File: config.mk
export PLATFORM = sky130hd
export DESIGN_NAME = vga_square_gen
export DESIGN_NICKNAME = d
export VERILOG_FILES = /design/src/rtl/vga_pkg.sv /design/src/rtl/vga_square_gen_if.sv /design/src/rtl/vga_timing.sv /design/src/rtl/vga_square_gen.sv
export SDC_FILE = /design/constraint.sdc
export NUM_CORES = 1
export LEC_CHECK = 0
export ABC_AREA = 1
export CAP_MARGIN = 15
export CORE_MARGIN = 10
export CORE_UTILIZATION = 60
export DETAILED_ROUTE_END_ITERATION = 8
export PLACE_DENSITY_LB_ADDON = 0.05
export SYNTH_ARGS = -nofsm -noshare
export SYNTH_HDL_FRONTEND = slang
export SYNTH_SLANG_ARGS = --single-unit
File: constraint.sdc
create_clock -name clk -period 3.3 [get_ports clk]
set_clock_uncertainty 0.2 [all_clocks]
set_input_delay 0.33 -clock clk [delete_from_list [all_inputs] [get_ports clk]]
set_output_delay 0.33 -clock clk [all_outputs]
set_load 0.1 [all_outputs]
File: src/rtl/vga_pkg.sv
// Shared VGA definitions: 640x480@60 timing defaults, the frame-length and
// counter-width helpers, and the RGB pixel struct.
package vga_pkg;

    localparam int DEF_H_PIXELS = 640;
    localparam int DEF_H_FP     = 16;
    localparam int DEF_H_PULSE  = 96;
    localparam int DEF_H_BP     = 48;
    localparam int DEF_V_PIXELS = 480;
    localparam int DEF_V_FP     = 10;
    localparam int DEF_V_PULSE  = 2;
    localparam int DEF_V_BP     = 33;
    localparam int DEF_COLOR_W  = 4;

    // One pixel at the default channel depth, red in the top bits.
    typedef struct packed {
        logic [DEF_COLOR_W-1:0] r;
        logic [DEF_COLOR_W-1:0] g;
        logic [DEF_COLOR_W-1:0] b;
    } rgb_t;

    // Total clocks (or lines) of one line (or frame) including blanking.
    function automatic int frame_len(input int pixels, input int fp, input int pulse, input int bp);
        return pixels + fp + pulse + bp;
    endfunction

    // Width of the pixel counters, big enough for either axis.
    function automatic int cnt_width(input int h_frame, input int v_frame);
        return (h_frame > v_frame) ? $clog2(h_frame) : $clog2(v_frame);
    endfunction

endpackage

File: src/rtl/vga_square_gen_if.sv
// Link between the raster timing block and the square renderer.
// Signal protocol: h_cnt, v_cnt and frame_end are live (same cycle as the
// counters); disp_en, hs, vs, frame_start, pix_x and pix_y are registered and
// describe the counter state of the previous cycle. There is no back-pressure:
// the timing block free-runs and the consumer must take every cycle.
interface vga_square_gen_if #(
    parameter int CW = 10
);
    logic [CW-1:0] h_cnt;
    logic [CW-1:0] v_cnt;
    logic          frame_end;
    logic          disp_en;
    logic          hs;
    logic          vs;
    logic          frame_start;
    logic [CW-1:0] pix_x;
    logic [CW-1:0] pix_y;

    modport master (
        output h_cnt, v_cnt, frame_end, disp_en, hs, vs, frame_start, pix_x, pix_y
    );

    modport slave (
        input h_cnt, v_cnt, frame_end, disp_en, hs, vs, frame_start, pix_x, pix_y
    );
endinterface

File: src/rtl/vga_timing.sv
// Raster timing: free-running h/v counters plus registered sync, visible-area
// flag, frame-start pulse and pixel coordinates (one clock behind the counters).
module vga_timing
    import vga_pkg::*;
#(
    parameter int   H_PIXELS = DEF_H_PIXELS,
    parameter int   H_FP     = DEF_H_FP,
    parameter int   H_PULSE  = DEF_H_PULSE,
    parameter int   H_BP     = DEF_H_BP,
    parameter logic H_POL    = 1'b0,
    parameter int   V_PIXELS = DEF_V_PIXELS,
    parameter int   V_FP     = DEF_V_FP,
    parameter int   V_PULSE  = DEF_V_PULSE,
    parameter int   V_BP     = DEF_V_BP,
    parameter logic V_POL    = 1'b1,
    parameter int   CW       = cnt_width(frame_len(H_PIXELS, H_FP, H_PULSE, H_BP),
                                         frame_len(V_PIXELS, V_FP, V_PULSE, V_BP))
) (
    input  logic         clk,
    input  logic         reset_n,
    vga_square_gen_if.master tif
);

    localparam int H_FRAME = frame_len(H_PIXELS, H_FP, H_PULSE, H_BP);
    localparam int V_FRAME = frame_len(V_PIXELS, V_FP, V_PULSE, V_BP);
    localparam logic [CW-1:0] H_LAST = CW'(H_FRAME - 1);
    localparam logic [CW-1:0] V_LAST = CW'(V_FRAME - 1);

    logic [CW-1:0] h_cnt, v_cnt;
    logic          h_last, v_last, h_vis, v_vis, h_sync, v_sync;
    logic          disp_en_q, hs_q, vs_q, fs_q;
    logic [CW-1:0] pix_x_q, pix_y_q;

    // Region decode of the live counters: visible, front porch, sync, back porch.
    always_comb begin
        h_last = (h_cnt == H_LAST);
        v_last = (v_cnt == V_LAST);
        h_vis  = (32'(h_cnt) < H_PIXELS);
        v_vis  = (32'(v_cnt) < V_PIXELS);
        h_sync = (32'(h_cnt) >= H_PIXELS + H_FP) && (32'(h_cnt) < H_PIXELS + H_FP + H_PULSE);
        v_sync = (32'(v_cnt) >= V_PIXELS + V_FP) && (32'(v_cnt) < V_PIXELS + V_FP + V_PULSE);
    end

    // Horizontal counter wraps every line; vertical advances on each horizontal wrap.
    always_ff @(posedge clk or negedge reset_n) begin
        if (!reset_n) begin
            h_cnt <= '0;
            v_cnt <= '0;
        end else if (h_last) begin
            h_cnt <= '0;
            v_cnt <= v_last ? '0 : v_cnt + CW'(1);
        end else begin
            h_cnt <= h_cnt + CW'(1);
        end
    end

    // Registered outputs present the counter state of the previous cycle.
    always_ff @(posedge clk or negedge reset_n) begin
        if (!reset_n) begin
            disp_en_q <= 1'b0;
            hs_q      <= ~H_POL;
            vs_q      <= ~V_POL;
            fs_q      <= 1'b0;
            pix_x_q   <= '0;
            pix_y_q   <= '0;
        end else begin
            disp_en_q <= h_vis && v_vis;
            hs_q      <= h_sync ? H_POL : ~H_POL;
            vs_q      <= v_sync ? V_POL : ~V_POL;
            fs_q      <= h_last && v_last;
            pix_x_q   <= h_cnt;
            pix_y_q   <= v_cnt;
        end
    end

    assign tif.h_cnt       = h_cnt;
    assign tif.v_cnt       = v_cnt;
    assign tif.frame_end   = h_last && v_last;
    assign tif.disp_en     = disp_en_q;
    assign tif.hs          = hs_q;
    assign tif.vs          = vs_q;
    assign tif.frame_start = fs_q;
    assign tif.pix_x       = pix_x_q;
    assign tif.pix_y       = pix_y_q;

endmodule

File: src/rtl/vga_square_gen.sv
// VGA test pattern: a square of side 2*SQ_SIZE moved by held direction keys,
// one SQ_STEP per frame. Build option VGA_SQUARE_WRAP_EN: when defined, a step
// past an edge wraps to the opposite limit; otherwise the position saturates.
module vga_square_gen
    import vga_pkg::*;
#(
    parameter int   H_PIXELS = DEF_H_PIXELS,
    parameter int   H_FP     = DEF_H_FP,
    parameter int   H_PULSE  = DEF_H_PULSE,
    parameter int   H_BP     = DEF_H_BP,
    parameter logic H_POL    = 1'b0,
    parameter int   V_PIXELS = DEF_V_PIXELS,
    parameter int   V_FP     = DEF_V_FP,
    parameter int   V_PULSE  = DEF_V_PULSE,
    parameter int   V_BP     = DEF_V_BP,
    parameter logic V_POL    = 1'b1,
    parameter int   COLOR_W  = DEF_COLOR_W,
    parameter int   SQ_SIZE  = 10,
    parameter int   SQ_STEP  = 2,
    parameter int   INIT_X   = 320,
    parameter int   INIT_Y   = 240,
    parameter logic [3*COLOR_W-1:0] FG_RGB = '1,
    parameter logic [3*COLOR_W-1:0] BG_RGB = '0,
    localparam int  CW = cnt_width(frame_len(H_PIXELS, H_FP, H_PULSE, H_BP),
                                   frame_len(V_PIXELS, V_FP, V_PULSE, V_BP))
) (
    input  logic               clk,
    input  logic               reset_n,
    input  logic               mv_up,
    input  logic               mv_down,
    input  logic               mv_left,
    input  logic               mv_right,
    output logic [COLOR_W-1:0] vga_r,
    output logic [COLOR_W-1:0] vga_g,
    output logic [COLOR_W-1:0] vga_b,
    output logic               vga_hs,
    output logic               vga_vs,
    output logic               disp_en,
    output logic               frame_start,
    output logic [CW-1:0]      pix_x,
    output logic [CW-1:0]      pix_y
);

    // Signed, two bits wider than the counters so pos - SQ_SIZE never wraps.
    localparam int PW = CW + 2;
    typedef logic signed [PW-1:0] spos_t;

    localparam spos_t SIZE  = spos_t'(SQ_SIZE);
    localparam spos_t STEP  = spos_t'(SQ_STEP);
    localparam spos_t X_MIN = spos_t'(SQ_SIZE);
    localparam spos_t X_MAX = spos_t'(H_PIXELS - SQ_SIZE);
    localparam spos_t Y_MIN = spos_t'(SQ_SIZE);
    localparam spos_t Y_MAX = spos_t'(V_PIXELS - SQ_SIZE);
    localparam spos_t H_VIS = spos_t'(H_PIXELS);
    localparam spos_t V_VIS = spos_t'(V_PIXELS);

    vga_square_gen_if #(.CW(CW)) t_if ();

    vga_timing #(
        .H_PIXELS(H_PIXELS), .H_FP(H_FP), .H_PULSE(H_PULSE), .H_BP(H_BP), .H_POL(H_POL),
        .V_PIXELS(V_PIXELS), .V_FP(V_FP), .V_PULSE(V_PULSE), .V_BP(V_BP), .V_POL(V_POL),
        .CW(CW)
    ) u_timing (
        .clk     (clk),
        .reset_n (reset_n),
        .tif     (t_if.master)
    );

    // Key levels, ordered {up, down, left, right}.
    logic [3:0] key_meta, key_sync;
    spos_t      pos_x, pos_y, cx, cy;
    logic       vis, hit;
    logic [3*COLOR_W-1:0] rgb_q;

    // One axis step: opposing keys cancel, then wrap or saturate at the limits.
    function automatic spos_t step_axis(input spos_t pos, input logic dec, input logic inc,
                                        input spos_t lo, input spos_t hi);
        spos_t nxt;
        nxt = pos;
        if (dec && !inc) nxt = pos - STEP;
        else if (inc && !dec) nxt = pos + STEP;
`ifdef VGA_SQUARE_WRAP_EN
        if (nxt < lo) nxt = hi;
        else if (nxt > hi) nxt = lo;
`else
        if (nxt < lo) nxt = lo;
        else if (nxt > hi) nxt = hi;
`endif
        return nxt;
    endfunction

    // Two-flop synchroniser for the asynchronous key inputs.
    always_ff @(posedge clk or negedge reset_n) begin
        if (!reset_n) begin
            key_meta <= '0;
            key_sync <= '0;
        end else begin
            key_meta <= {mv_up, mv_down, mv_left, mv_right};
            key_sync <= key_meta;
        end
    end

    // Move only on the last counter state of a frame, so a frame never mixes positions.
    always_ff @(posedge clk or negedge reset_n) begin
        if (!reset_n) begin
            pos_x <= spos_t'(INIT_X);
            pos_y <= spos_t'(INIT_Y);
        end else if (t_if.frame_end) begin
            pos_x <= step_axis(pos_x, key_sync[1], key_sync[0], X_MIN, X_MAX);
            pos_y <= step_axis(pos_y, key_sync[3], key_sync[2], Y_MIN, Y_MAX);
        end
    end

    // Square hit test on the live counters, in signed arithmetic.
    always_comb begin
        cx  = $signed({2'b00, t_if.h_cnt});
        cy  = $signed({2'b00, t_if.v_cnt});
        vis = (cx < H_VIS) && (cy < V_VIS);
        hit = (cx >= pos_x - SIZE) && (cx < pos_x + SIZE) &&
              (cy >= pos_y - SIZE) && (cy < pos_y + SIZE);
    end

    // Colour register, aligned with the timing block's registered outputs; black in blanking.
    always_ff @(posedge clk or negedge reset_n) begin
        if (!reset_n) rgb_q <= '0;
        else if (!vis) rgb_q <= '0;
        else if (hit) rgb_q <= FG_RGB;
        else rgb_q <= BG_RGB;
    end

    assign {vga_r, vga_g, vga_b} = rgb_q;
    assign vga_hs      = t_if.hs;
    assign vga_vs      = t_if.vs;
    assign disp_en     = t_if.disp_en;
    assign frame_start = t_if.frame_start;
    assign pix_x       = t_if.pix_x;
    assign pix_y       = t_if.pix_y;

endmodule
# After elaboration in Yosys (flattened, before gate mapping)
# Cells that the tools add are included.
[op_classes]
reduce_logical = 16
magnitude_cmp = 16
add_sub_neg = 10
n_mux = 16
n_eq_ne = 2
[ops]
columns = ["cell", "count"]
rows = [
  ["$mux 12", 12],
  ["$lt 10x10->1 const B", 3],
  ["$lt 10x9->1 const B", 3],
  ["$add 12x3->12 const B", 2],
  ["$add 12x5->12 const B", 2],
  ["$ge 11x12->1", 2],
  ["$lt 11x12->1", 2],
  ["$lt 12x5->1 const B", 2],
  ["$sub 12x3->12 const B", 2],
  ["$sub 12x5->12 const B", 2],
  ["$add 10x1->10 const B", 2],
  ["$eq 10x10->1 const B", 2],
  ["$mux 10", 2],
  ["$gt 12x10->1 const B", 1],
  ["$gt 12x11->1 const B", 1],
  ["$logic_and 1x1->1", 12],
  ["$ge 10x10->1 const B", 1],
  ["$ge 10x9->1 const B", 1],
  ["$logic_not 1->1", 4],
  ["$mux 1", 2],
]
[word_totals]
word_cells = 73
ff_bits = 88
inputBits = 6
output_inout_bits = 36

# Logic depth before layout (Yosys ltp)
[logic_depth]
ltp_word = 8
mapped_depth = 17
depth_no_buf = 17

# Hierarchy
# A second synthesis with hierarchy kept.
[hier_totals]
hier_cells = 738
hier_area_um2 = 5531.6
[modules_own_cells]
columns = ["module", "n_inst", "seq_area_each_um2", "cells_per_inst", "area_each_um2"]
rows = [
  ["vga_square_gen", 1, 783.3, 551, 3661.0],
  ["vga_timing", 1, 1102.3, 187, 1870.5],
]

# Worst setup path before layout
# Ideal clock, no wire load.
[synth_path]
kind = "register -> register"
from = "reg pos_y[1]"
to = "reg rgb_q[10]"
path_stages_with_launch = 16
path_buffers = 0
period_less_slack_ns = 2.373
t_arrival_ns = 2.051
required_time_ns = 2.978
setup_ns = 0.122
path_slack_ns = 0.927
path_cell_list = "dfrtp_1 -> inv_1 -> ha_1 -> inv_1 -> nand2_1 -> nand3_1 -> xor2_1 -> ha_1 -> nand2_1 -> nor2_1 -> a211oi_1 -> o21ai_0 -> nand3_1 -> nand2_1 -> a21oi_1 -> nor3_1"
[synth_via]
elab_chain_cells = 6
word_cells_on_any_way = 8
cone_classes = "add/sub (2); order compare (2); mux (2); reduce/logical (2)"
[synth_rtl]
columns = ["item", "line", "rtl"]
rows = [
  ["start: declaration", "vga_square_gen.sv:71", "spos_t pos_x, pos_y, cx, cy;"],
  ["start signal: assignment", "vga_square_gen.sv:107", "pos_y <= spos_t'(INIT_Y);"],
  ["start signal: assignment", "vga_square_gen.sv:110", "pos_y <= step_axis(pos_y, key_sync[3], key_sync[2], Y_MIN, Y_MAX);"],
  ["$sub 12x5->12", "vga_square_gen.sv:120", "(cy >= pos_y - SIZE) && (cy < pos_y + SIZE);"],
  ["$ge 11x12->1", "vga_square_gen.sv:120", ""],
  ["$logic_and 1x1->1", "vga_square_gen.sv:119", "hit = (cx >= pos_x - SIZE) && (cx < pos_x + SIZE) &&"],
  ["$logic_and 1x1->1 *", "vga_square_gen.sv:120", ""],
  ["$mux 12 *", "vga_square_gen.sv:127", "else if (hit) rgb_q <= FG_RGB;"],
  ["$mux 12 *", "vga_square_gen.sv:126", "else if (!vis) rgb_q <= '0;"],
  ["end signal: assignment", "vga_square_gen.sv:126", ""],
  ["end signal: assignment", "vga_square_gen.sv:127", ""],
  ["end signal: assignment", "vga_square_gen.sv:128", "else rgb_q <= BG_RGB;"],
  ["end: declaration", "vga_square_gen.sv:73", "logic [3*COLOR_W-1:0] rgb_q;"],
]
# Mark *: on every way between the ends. The rest lies on a longest branch, timed or not.
# A chain may end at the register's enable or synchronous reset.

# Worst setup path after layout
[layout_path]
from = "reg pos_x[1]"
to = "reg rgb_q[10]"
[layout_via]
elab_chain_cells = 7
word_cells_on_any_way = 9
cone_classes = "add/sub (2); order compare (2); mux (2); reduce/logical (3)"
[layout_rtl]
columns = ["item", "line", "rtl"]
rows = [
  ["start: declaration", "vga_square_gen.sv:71", ""],
  ["start signal: assignment", "vga_square_gen.sv:106", "pos_x <= spos_t'(INIT_X);"],
  ["start signal: assignment", "vga_square_gen.sv:109", "pos_x <= step_axis(pos_x, key_sync[1], key_sync[0], X_MIN, X_MAX);"],
  ["$sub 12x5->12 / $add 12x5->12 (equally long branches)", "vga_square_gen.sv:119", ""],
  ["$ge 11x12->1 / $lt 11x12->1 (equally long branches)", "vga_square_gen.sv:119", ""],
  ["$logic_and 1x1->1 * (2 in series)", "vga_square_gen.sv:119", ""],
  ["$logic_and 1x1->1 *", "vga_square_gen.sv:120", ""],
  ["$mux 12 *", "vga_square_gen.sv:127", ""],
  ["$mux 12 *", "vga_square_gen.sv:126", ""],
]
# Marks and branches as above.

==> flow_summary.ini <==
[final_layout]
stdcell_count = 867
nets = 803
final_core_util = 0.678
area_growth_pct = 9.68
n_fill_cell = 727
antenna_cells = 0
stdcell_area_um2 = 5910
drive_above_1_share = 0.105

[setup_path]
crit_path_end_kind = flip-flop
required_ns = 3.34
startpoint_type = flip-flop
critical_path_class = reg -> reg
arrival_ns = 2.87
crit_path_max_fanout = 6

[logic_synthesis]
yosysMostFrequentCell = nand2_1
synth_edf_count = 0
synth.top_cell.area_share = 0.316
ys_seq_area_frac = 0.350
syn_nets = 773
async_flop_share = 1.00
yosys.area.top_type = dfrtp_1
synthFlopType = dfrtp_1
avgSynthCellArea_um2 = 7.44
syn-instance-count = 724
ys_seq_elements = 75
synth_area_leaders = dfrtp_1 32%, nand2_1 13%, ha_1 10%, nor2_1 5.9%, xor2_1 5.2%
synth_cell_types = 41
yosysWarnings = 0
synth_common_cells = 186 x nand2_1, 85 x nor2_1, 70 x inv_1
netlist_area_um2 = 5390

[sta]
worstMarginPinSlew_ns = 0.995
max_freq_ghz = 0.354
period_share = 0.857
fin_tns_setup_ns = 0
rsz0062_at_grt = false
setup_viol = 0
final-hold-violation-count = 0
min_period_ns = 2.83
slew_violations = 0
relSlewSlack = 0.335

[global_routing]
antenna_found_initial = 0
grt_pass1_wl_um = 22500
grt_pass1_vias = 4719
overflow = 0
grtUsageTotal = 0.206
grt_max_degree = 76

[detailed_routing]
ant_nets = 0
dr_total_vias = 4912
via_per_inst = 5.67
drc = 0
drt-initial-drc-count = 298
drt_wl_total_um = 13200
detail_route.first_pass.iterations = 5
wl_per_cell_um = 15.3

[floorplanning]
core-area_um2 = 8720
row_count = 34
die_height_um = 115
start_util = 0.618
die_w_um = 115
die-area_um2 = 13200
ios = 42

[cts]
cts_buffers = 9
cts_tree = built
root_buffer = clkbuf_8
cts_max_path_buffers = 2
insertion_delay_ns = 0.36
h-tree-depth = 3
clock_sinks = 75
clkTransAtPathRegs_ns = 0.10

[status]
outcome = finished clean

[place]
io_buffers = 41
post-place-cells = 850
dpl-instance-area_um2 = 5710
hpwl_um = 10000
place_congestion = 0.931

[pwr]
ir_drop_mv = 0.335
leakagePower_nw = 3.07
total_power_mw = 1.73
power_density_nw_per_um2 = 293

[worst_hold_path]
hold_class = reg -> reg

[run]
drv_cap = 0
## final cells by class
| type | count | area (um^2) | area share |
|---|---|---|---|
| Inverter | 80 | 308 | 0.0521 |
| Tap cell | 108 | 135 | 0.0229 |
| Clock inverter | 7 | 63.8 | 0.0108 |
| Multi-Input combinational cell | 546 | 3010 | 0.509 |
| Timing Repair Buffer | 42 | 385 | 0.0652 |
| Sequential cell | 75 | 1890 | 0.319 |
| Clock buffer | 9 | 124 | 0.0210 |
## through the flow
step / worst slack (ns) / hold slack (ns)
global placement: 0.746 / 0.132
detailed placement: 0.563 / 0.136
finish: 0.472 / 0.153
CTS: 0.522 / 0.156
global route: 0.0963 / 0.167
floorplan: 0.927 / -0.166
## registers in the layout (all words and copies together), names as in the netlist
| name | flops |
|---|---|
| u_timing.tif.v_cnt | 10 |
| key_meta | 4 |
| u_timing.tif.frame_start | 1 |
| u_timing.tif.hs | 1 |
| u_timing.tif.h_cnt | 10 |
| rgb_q | 1 |
| u_timing.tif.pix_y | 10 |
| key_sync | 4 |
| u_timing.tif.vs | 1 |
| pos_y | 11 |
| u_timing.tif.pix_x | 10 |
| pos_x | 11 |
| u_timing.tif.disp_en | 1 |
## per-layer routing
| layer | routed length, um | GRT usage |
|---|---|---|
| met1 | 6330 | 0.293 |
| met2 | 5790 | 0.309 |
| met3 | 965 | 0.0495 |
| met4 | 157 | 0.0479 |
| met5 | 0 | 0 |
## cells by family after synthesis
group / count (synthesis) / share of synthesized area
AO/OA/AOI/OAI: 79 / 0.0840
AND/OR/NAND/NOR: 392 / 0.323
flip-flops: 75 / 0.350
XOR/XNOR: 32 / 0.0520
adder cells (fa/ha/maj): 43 / 0.0998
buffers and inverters: 103 / 0.0917
## where the power goes
group / leakage [nW] / internal [mW] / switching [mW]
clock network: 0.0907 / 0.291 / 0.407
logic: 2.01 / 0.0312 / 0.0753
registers: 0.975 / 0.924 / 0.00271
## worst max-delay path, cell delays in order (launching register included)
cell and delay [ns]:
dfrtp_1 0.48, inv_1 0.15, ha_1 0.26, inv_1 0.07, nand2_1 0.09, nand2_1 0.11
xor2_1 0.18, ha_1 0.27, a21oi_1 0.14, nor2_1 0.05, a211oi_1 0.19, o21ai_0 0.17
nand3_1 0.10, nand2_1 0.06, a21oi_1 0.13, nor3_1 0.07
## worst paths after layout
kind                              from  slack [ns]     endpoint  depth (start not counted)
min                        key_meta[2]        0.15  key_sync[2]                          0
max reg2reg                   pos_x[1]        0.47    rgb_q[10]                         15
min in group asynchronous      reset_n        0.44     pos_x[3]                          2
max in group asynchronous      reset_n        1.84     pos_y[1]                          2
min reg2reg                key_meta[2]        0.15  key_sync[2]                          0
max                           pos_x[1]        0.47    rgb_q[10]                         15
## cell usage in the layout (no fill, tap or decap), types with 14 or more instances in the layout
cell             instances
nand2_1                186
nor2_1                  85
inv_1                   70
dfrtp_1                 68
nand3_1                 55
ha_1                    43
xor2_1                  32
o21ai_0                 30
a21oi_1                 28
clkdlybuf4s50_1         27
nand4_1                 15
nor3_1                  14
buf_4                   14
## what timing repair did
item,CTS,global route
buffers inserted,0,0
gates resized for setup,0,0
hold buffers,1,0
endpoints found under the hold margin,68,0
No activity file was read; power rests on OpenSTA's default activity.
